===== src/rtl/dbu_ctrl.sv =====
// -----------------------------------------------------------------------------
// dbu_ctrl - debug unit between the board buttons/switches and the CPU debug port.
//
// Gates CPU progress through a clock-enable (continuous run or single step),
// drives the CPU debug selects and registers the CPU debug read data for the
// 7-segment display and the LEDs.
//
// Ports
//   clk, rst        system clock (rising edge), synchronous active-high reset
//   succ            switch, 1 = continuous run
//   step/inc/dec    buttons: single step, next / previous debug address
//   m_rf            switch, 1 = data-memory view, 0 = register-file view
//   sel[2:0]        switch, 0 = mem/RF view, 1..7 = CPU internal view
//   run             CPU clock-enable
//   m_rf_addr[15:0] debug address (byte address in mem view, index in RF view)
//   i_sel[2:0]      internal-view select to the CPU
//   m_data, rf_data, o_sel_data [31:0], status[15:0]   CPU debug read data
//   disp_data[31:0] registered display value
//   led[15:0]       registered LED value
//
// Optional feature, macro DBU_BREAKPOINT_EN:
//   adds pc_in[31:0], bp_addr[31:0], bp_valid and a HALT state. A PC match while
//   running drops run in the same cycle and parks the FSM in HALT; led[15]
//   flags HALT in the mem/RF view.
// -----------------------------------------------------------------------------
module dbu_ctrl #(
    parameter int DEBOUNCE_CYCLES = 16,
    parameter int MEM_BYTES       = 1024,
    parameter int RF_DEPTH        = 32
) (
    input  logic        clk,
    input  logic        rst,
    input  logic        succ,
    input  logic        step,
    input  logic        inc,
    input  logic        dec,
    input  logic        m_rf,
    input  logic [2:0]  sel,
    output logic        run,
    output logic [15:0] m_rf_addr,
    output logic [2:0]  i_sel,
    input  logic [31:0] m_data,
    input  logic [31:0] rf_data,
    input  logic [31:0] o_sel_data,
    input  logic [15:0] status,
`ifdef DBU_BREAKPOINT_EN
    input  logic [31:0] pc_in,
    input  logic [31:0] bp_addr,
    input  logic        bp_valid,
`endif
    output logic [31:0] disp_data,
    output logic [15:0] led
);

    localparam int CNT_W = (DEBOUNCE_CYCLES > 1) ? $clog2(DEBOUNCE_CYCLES) : 1;
    // Byte addresses stay word aligned, so the mem mask also clears bits [1:0].
    localparam logic [15:0] MEM_MASK = 16'(MEM_BYTES - 1) & 16'hFFFC;
    localparam logic [15:0] RF_MASK  = 16'(RF_DEPTH - 1);

    typedef enum logic [2:0] {
        S_IDLE = 3'd0,
        S_RUN  = 3'd1,
        S_STEP = 3'd2,
`ifdef DBU_BREAKPOINT_EN
        S_WAIT = 3'd3,
        S_HALT = 3'd4
`else
        S_WAIT = 3'd3
`endif
    } state_t;

    // Button bit order: [0] step, [1] inc, [2] dec.
    logic [2:0]       btn_s1_q, btn_s2_q;
    logic [2:0]       filt_q, filt_d, filt_prev_q;
    logic [2:0]       pulse_s;
    logic [CNT_W-1:0] cnt_q [3];
    logic [CNT_W-1:0] cnt_d [3];
    // Switch bit order: [0] succ, [1] m_rf.
    logic [1:0]       sw_s1_q, sw_s2_q;
    logic             m_rf_prev_q;
    logic             succ_s, m_rf_s, m_rf_chg_s;

    state_t           state_q, state_d;
    logic             run_s;
    logic [15:0]      addr_q, addr_d;
    logic [2:0]       i_sel_q, i_sel_d;
    logic [31:0]      disp_q, disp_d;
    logic [15:0]      led_q, led_d;

    assign succ_s     = sw_s2_q[0];
    assign m_rf_s     = sw_s2_q[1];
    assign m_rf_chg_s = m_rf_s ^ m_rf_prev_q;
    assign pulse_s    = filt_q & ~filt_prev_q;

    // Input synchronisers, debounce state and edge-detect history.
    always_ff @(posedge clk) begin
        if (rst) begin
            btn_s1_q    <= 3'b000;
            btn_s2_q    <= 3'b000;
            filt_q      <= 3'b000;
            filt_prev_q <= 3'b000;
            sw_s1_q     <= 2'b00;
            sw_s2_q     <= 2'b00;
            m_rf_prev_q <= 1'b0;
            for (int b = 0; b < 3; b++) begin
                cnt_q[b] <= '0;
            end
        end else begin
            btn_s1_q    <= {dec, inc, step};
            btn_s2_q    <= btn_s1_q;
            filt_q      <= filt_d;
            filt_prev_q <= filt_q;
            sw_s1_q     <= {m_rf, succ};
            sw_s2_q     <= sw_s1_q;
            m_rf_prev_q <= m_rf_s;
            for (int b = 0; b < 3; b++) begin
                cnt_q[b] <= cnt_d[b];
            end
        end
    end

    // Debounce: count consecutive samples that disagree with the filtered level.
    always_comb begin
        filt_d = filt_q;
        for (int b = 0; b < 3; b++) begin
            cnt_d[b] = '0;
            if (btn_s2_q[b] != filt_q[b]) begin
                if (cnt_q[b] == CNT_W'(DEBOUNCE_CYCLES - 1)) begin
                    filt_d[b] = btn_s2_q[b];
                    cnt_d[b]  = '0;
                end else begin
                    cnt_d[b] = cnt_q[b] + CNT_W'(1);
                end
            end else begin
                cnt_d[b] = '0;
            end
        end
    end

    // FSM state register.
    always_ff @(posedge clk) begin
        if (rst) begin
            state_q <= S_IDLE;
        end else begin
            state_q <= state_d;
        end
    end

    // FSM next state and CPU clock-enable.
    always_comb begin
        state_d = state_q;
        run_s   = 1'b0;
        case (state_q)
            S_IDLE: begin
                if (succ_s) begin
                    state_d = S_RUN;
                end else if (pulse_s[0]) begin
                    state_d = S_STEP;
                end else begin
                    state_d = S_IDLE;
                end
            end
            S_RUN: begin
                run_s = 1'b1;
`ifdef DBU_BREAKPOINT_EN
                if (bp_valid && (pc_in == bp_addr)) begin
                    run_s   = 1'b0;
                    state_d = S_HALT;
                end else if (!succ_s) begin
                    state_d = S_IDLE;
                end else begin
                    state_d = S_RUN;
                end
`else
                if (!succ_s) begin
                    state_d = S_IDLE;
                end else begin
                    state_d = S_RUN;
                end
`endif
            end
            S_STEP: begin
                run_s   = 1'b1;
                state_d = S_WAIT;
            end
            S_WAIT: begin
                // Held button: stay here until the filtered level falls.
                if (!filt_q[0]) begin
                    state_d = S_IDLE;
                end else begin
                    state_d = S_WAIT;
                end
            end
`ifdef DBU_BREAKPOINT_EN
            S_HALT: begin
                if (!succ_s) begin
                    state_d = S_IDLE;
                end else begin
                    state_d = S_HALT;
                end
            end
`endif
            default: begin
                state_d = S_IDLE;
            end
        endcase
    end

    // Debug address: a view change wins over inc/dec; coincident inc+dec cancel.
    always_comb begin
        addr_d = addr_q;
        if (m_rf_chg_s) begin
            addr_d = 16'd0;
        end else if ((sel == 3'd0) && (pulse_s[1] != pulse_s[2])) begin
            if (pulse_s[1]) begin
                addr_d = m_rf_s ? ((addr_q + 16'd4) & MEM_MASK) : ((addr_q + 16'd1) & RF_MASK);
            end else begin
                addr_d = m_rf_s ? ((addr_q - 16'd4) & MEM_MASK) : ((addr_q - 16'd1) & RF_MASK);
            end
        end else begin
            addr_d = addr_q;
        end
    end

    // Display and LED selection.
    always_comb begin
        i_sel_d = 3'd0;
        disp_d  = 32'd0;
        led_d   = 16'd0;
        if (sel == 3'd0) begin
            i_sel_d = 3'd0;
            disp_d  = m_rf_s ? m_data : rf_data;
`ifdef DBU_BREAKPOINT_EN
            led_d   = {addr_q[15] | (state_q == S_HALT), addr_q[14:0]};
`else
            led_d   = addr_q;
`endif
        end else begin
            i_sel_d = sel;
            disp_d  = o_sel_data;
            led_d   = status;
        end
    end

    // Output registers.
    always_ff @(posedge clk) begin
        if (rst) begin
            addr_q  <= 16'd0;
            i_sel_q <= 3'd0;
            disp_q  <= 32'd0;
            led_q   <= 16'd0;
        end else begin
            addr_q  <= addr_d;
            i_sel_q <= i_sel_d;
            disp_q  <= disp_d;
            led_q   <= led_d;
        end
    end

    assign run       = run_s;
    assign m_rf_addr = addr_q;
    assign i_sel     = i_sel_q;
    assign disp_data = disp_q;
    assign led       = led_q;

endmodule


===== config.mk =====
export PLATFORM = sky130hd
export DESIGN_NAME = dbu_ctrl
export DESIGN_NICKNAME = d
export VERILOG_FILES = /design/src/rtl/dbu_ctrl.sv
export SDC_FILE = /design/constraint.sdc
export NUM_CORES = 1
export LEC_CHECK = 0
export CAP_MARGIN = 0
export CORE_ASPECT_RATIO = 0.7
export CORE_MARGIN = 2
export CORE_UTILIZATION = 41
export DETAILED_ROUTE_END_ITERATION = 12
export HOLD_SLACK_MARGIN = 0.12
export PLACE_DENSITY = 0.8
export RECOVER_POWER = 25
export SLEW_MARGIN = 20
export SYNTH_ARGS = -nofsm -noshare
export SYNTH_HDL_FRONTEND = slang
export SYNTH_SLANG_ARGS = --single-unit

===== constraint.sdc =====
create_clock -name clk -period 1.9 [get_ports clk]
set_input_delay 0.285 -clock clk [delete_from_list [all_inputs] [get_ports clk]]
set_output_delay 0.285 -clock clk [all_outputs]
set_load 0.01 [all_outputs]

* Word level (Yosys, flattened, before mapping)
Memory sizes are Yosys's and may differ from the RTL's.
Cells that the tools add are included.
** Word-level totals
- ROM bits :: 0
- Memory bits (writable) :: 12
- Memories :: 1
- Flip-flop bits (word level) :: 81
- Word-level logic and storage cells :: 71
- Output and inout bits :: 68
- Input bits :: 122
- Bits in latches :: 0
** Operators by class
- Eq/ne operators :: 10
- Order comparisons :: 0
- $add $sub $neg :: 7
- Div/mod/pow operators :: 0
- Muxes and demuxes :: 24
- Multipliers :: 0
- Reduce and logical (&&, ||, !) cells :: 9
- Bitwise gates (word level) :: 6
- Shifts and indexed selects :: 0
** Memories
- cnt_q :: words 3, width 4, rd ports 3, clocked after Yosys merged registers in 0, write ports 3, RTL line 76 : logic [CNT_W-1:0] cnt_q [3];
** Operator list (number)
- two-way mux 32 bit :: 2
- two-way mux 4 bit :: 9
- two-way mux 10 bit :: 3
- two-way mux 16 bit :: 1
- adder 4 x 1 -> 4 bit (second input constant) :: 3
- == test 4 bit (second input constant) :: 3
- one-hot mux 3 bit (4 select lines) :: 1
- adder 10 x 3 -> 10 bit (second input constant) :: 1
- subtractor 10 x 3 -> 10 bit (second input constant) :: 1
- == test 3 x 2 -> 1 bit (second input constant) :: 2
- zero test 3 bit :: 2
- two-way mux 2 bit :: 3
- AND reduction 2 bit :: 3
- OR reduction 2 bit :: 3
- adder 5 x 1 -> 5 bit (second input constant) :: 1
- two-way mux 1 bit :: 5
- subtractor 5 x 1 -> 5 bit (second input constant) :: 1
- != test 1 bit :: 4
- bitwise AND 3 bit :: 1
- == test 3 x 1 -> 1 bit (second input constant) :: 1
- inverter 3 bit :: 1
- bitwise OR 1 bit :: 3
- logical AND 1 bit :: 1
- bitwise XOR 1 bit :: 1

* Depth between registers and ports, before layout
- Depth in word-level cells :: 5
- Mapped depth :: 7
- Depth with buffers taken out :: 6

* Worst setup path after synthesis
No wires, ideal clock.
- Path type :: register to register
- Start point :: register addr_q[4] (netlist: m_rf_addr[4])
- End point :: register addr_q[9] (netlist: m_rf_addr[9])
- Setup time :: 74 ps
- Required time :: 1826 ps
- Period minus slack after synthesis :: 1649 ps
- Arrival :: 1575 ps
- Stages on the path, launching flop included :: 7
- Setup slack :: 251 ps
- Cells stage by stage :: dfxtp_1 buf_6 or3_1 or2_1 o32ai_2 nand4b_1 a31oi_1
** On the way
- Word-level cells in the longest chain between the ends :: 3
** Ends and longest elaborated chain
- start, declared :: RTL line 85 : logic [15:0] addr_q, addr_d;
- start signal, assigned :: RTL line 253 : addr_q <= addr_d;
- subtractor 10 x 3 -> 10 bit / adder 10 x 3 -> 10 bit (equally long branches) :: RTL line 218, 216
- two-way mux 10 bit (on tied branches) :: RTL line 218, 216
- two-way mux 10 bit (*) :: RTL line 215 : if (pulse_s[1]) begin
Mark *: on every way between the ends. The rest lies on a longest branch, timed or not.
A chain may end at the register's enable or synchronous reset.

* Worst setup path in the final report
Ends and elaborated chain as after synthesis.

==> run_results.csv <==
group,metric,value,unit
run_status,status,"finished clean",
drt,routedWlPerCell,15.8,um
synthesis,synthCells,412,
worst_setup_path,critPathMaxFanout,2,
clocking,cts_root_buf,"clkbuf_16",
placed_design,dp.cells,713,
worst_setup_path,critPathKind,"reg -> reg",
floorplanning,die_w,120,um
floorplanning,num_io_pins,190,
drt,ant_nets,0,
sta,finalHoldViolCount,0,
finish,antenna_cells,0,
placed_design,routabilityCongestion,0.871,
worst_setup_path,end_kind,"flop",
clocking,numCtsBuffers,9,
power,p_comb_frac,0.146,
synthesis,async_reset_ff_frac,0,
clocking,clk_latency,0.34,ns
drt,drc,0,
synthesis,synth_area_leaders,"dfxtp_1 48%, mux2i_1 9.3%, a211oi_1 6.4%",
sta,setup_violations,0,
synthesis,seq_area_frac_synth,0.476,
sta,period_needed,1.72,ns
power,power.density,729,mW/mm^2
sta,fmax,583,MHz
synthesis,yosysUniqueCellTypes,41,
global_route,grt_antenna_before_repair,0,
finish,drive_gt1_frac,0.0678,
floorplanning,core,0.00911,mm^2
power,p_sw_frac,0.227,
power,clkPwrFrac,0.402,
finish,nFillCells,694,
global_route,grt_max_degree,63,
floorplanning,die_h,85.3,um
sta,whs,0.321,ns
clocking,cts_tree,"yes",
worst_setup_path,crit_chain,"or3_1, or2_1, o32ai_2, nand4b_1, a31oi_1",
synthesis,yosys_warnings,0,
finish,stdcell_count,729,
global_route,overflow,0,
synthesis,synth_flop_cell,"dfxtp_1",
power,vdd_drop_max,0.557,mV
floorplanning,start_util,0.425,
sta,maxSlewViolCount,0,
global_route,grt_pass1_wl,18300,um
floorplanning,die_area,0.0103,mm^2
drt,vias,3613,
clocking,post_cts_buffers,0,
drt,drtPass1Iterations,4,
clocking,cts_htree_levels,3,
synthesis,syn-cell-area,0.00387,mm^2
worst_setup_path,critPathSlowestCell,"or3_1",
sta,min_period_over_period,0.903,
clocking,ctsHoldBuffers,0,
drt,drt_iter0_drc,156,
global_route,groute.usage.overall,0.232,
power,p_switching,0.00102,W
power,p_leak,2.32,nW
sta,rsz0062_at_grt,"false",
clocking,cts_sinks,92,
synthesis,synth_top_area_cell,"dfxtp_1",
worst_setup_path,arrival,1.98,ns
worst_setup_path,reg2reg_slack,0.18,ns
clocking,ctsResizeCount,1,
synthesis,yosysTopAreaCellShare,0.476,
clocking,clockBufferDepth,2,
clocking,clkTransAtPathRegs,0.07,ns
floorplanning,num_rows,29,
synthesis,avgSynthCellArea,9.40,um^2
power,p_int,0.00349,W
finish,fin_nets,733,
synthesis,ys_seq_elements,92,
drt,via_per_inst,4.96,
power,power_frac_seq,0.452,
synthesis,synth_edf_count,0,
drt,routed_wl,11500,um
hold_path,hp-class,"in -> reg",
global_route,grt_pass1_vias,3781,
sta,skew,0.00557,ns
finish,syn2layout_area_growth,59.7,%
worst_setup_path,cp_data_required_time,2.16,ns
placed_design,dp_hpwl,8860,um
worst_setup_path,startpoint_type,"flop",
run,drv_cap,0,
placed_design,io_buffer_count,183,
worst_setup_path,max_stage_delay,0.39,ns
## cell usage in the layout (no fill, tap or decap), types with 5 or more instances in the layout
| cell type | count |
|---|---|
| a211oi_1 | 33 |
| a21oi_1 | 17 |
| buf_4 | 19 |
| clkbuf_16 | 9 |
| clkdlybuf4s50_1 | 181 |
| conb_1 | 6 |
| dfxtp_1 | 92 |
| ha_1 | 11 |
| inv_1 | 11 |
| mux2i_1 | 36 |
| nand2_1 | 29 |
| nand3_1 | 9 |
| nor2_1 | 55 |
| nor2b_1 | 17 |
| or3_1 | 5 |
| xnor2_1 | 11 |
## stage by stage
step / instance area [um^2] / util / power, W / worst slack [ns] / TNS, ns
after floorplan: 3890 / - / 0.00230 / 0.251 / 0
after CTS: 6190 / 0.680 / 0.00456 / 0.193 / 0
after global routing: 6180 / 0.679 / 0.00467 / 0.0795 / 0
after detailed placement: 5890 / 0.647 / 0.00274 / -0.0437 / -0.0765
after global placement: 5890 / 0.647 / 0.00273 / -0.0308 / -0.0308
final: 6180 / 0.679 / 0.00451 / 0.185 / 0
## cell usage after synthesis, types with 5 or more instances
cell      number
dfxtp_1       92
nor2_1        55
mux2i_1       36
a211oi_1      33
nand2_1       29
a21oi_1       17
nor2b_1       17
clkbuf_1      11
ha_1          11
inv_1         11
xnor2_1       11
nand3_1        9
buf_1          7
and2_1         6
buf_2          6
buf_4          6
or3_1          5
## cell families (layout without fill, tap and decap cells)
group | after synthesis | count (layout) | share of synthesized area
AOI/OAI and AO/OA | 68 | 68 | 0.122
and+or+nand+nor | 145 | 145 | 0.181
adders and majority gates | 11 | 11 | 0.0355
DFF | 92 | 92 | 0.476
muxes | 36 | 36 | 0.0931
other | 1 | 6 | 0.000968
xor gates and xnor gates | 15 | 15 | 0.0359
buffers and inverters | 44 | 232 | 0.0562
## worst paths after layout
path                        startpoint                         to  cells after the start
min reg2reg      sw_s1_q[1]$_SDFF_PP0_      sw_s2_q[1]$_SDFF_PP0_                      1
max reg2reg  m_rf_addr[4]$_SDFFE_PP0P_  m_rf_addr[9]$_SDFFE_PP0P_                      5
min                                rst          led[3]$_SDFF_PP0_                      2
max          m_rf_addr[4]$_SDFFE_PP0P_  m_rf_addr[9]$_SDFFE_PP0P_                      5
## area by class of cell
cell class                      count  area (um^2)  share of cell area
Sequential cell                    92         1840               0.298
Clock buffer                       10          239              0.0386
Tap cell                          124          155              0.0251
Multi-Input combinational cell    281         1830               0.296
Clock inverter                      6         62.6              0.0101
Timing Repair Buffer              205         2010               0.325
Inverter                           11         41.3             0.00668
## sequential cells by signal, indices dropped and copies added (netlist names)
signal and flops:
btn_s1_q 3, btn_s2_q 3, cnt_q 12, disp_data 32
filt_prev_q 3, filt_q 3, i_sel 3, led 16
m_rf_addr 10, m_rf_prev_q 1, state_q 2, sw_s1_q 2
sw_s2_q 2
## power groups by stage
| stage | logic [W] | registers, W | clock network (W) |
|---|---|---|---|
| after detailed placement | 0.000659 | 0.00208 | 0 |
| after global routing | 0.000708 | 0.00204 | 0.00192 |
| after global placement | 0.000652 | 0.00208 | 0 |
| final | 0.000657 | 0.00204 | 0.00181 |
| after floorplan | 0.000186 | 0.00211 | 0 |
| after CTS | 0.000664 | 0.00204 | 0.00186 |
## routing by layer
layer  track usage  vias up  wire (um)
met4        0.0545        0        149
met2         0.403      124       5600
li1              -     1780          -
met5             0        -          0
met3         0.105       14       1060
met1         0.261     1695       4720
## critical path: cells and delay by family (launching register included)
kind               cells  cell delay [ns]
DFF                    1             0.32
AOI/OAI and AO/OA      2             0.53
and+or+nand+nor        3             0.80
(Power assumes the default switching activity.)
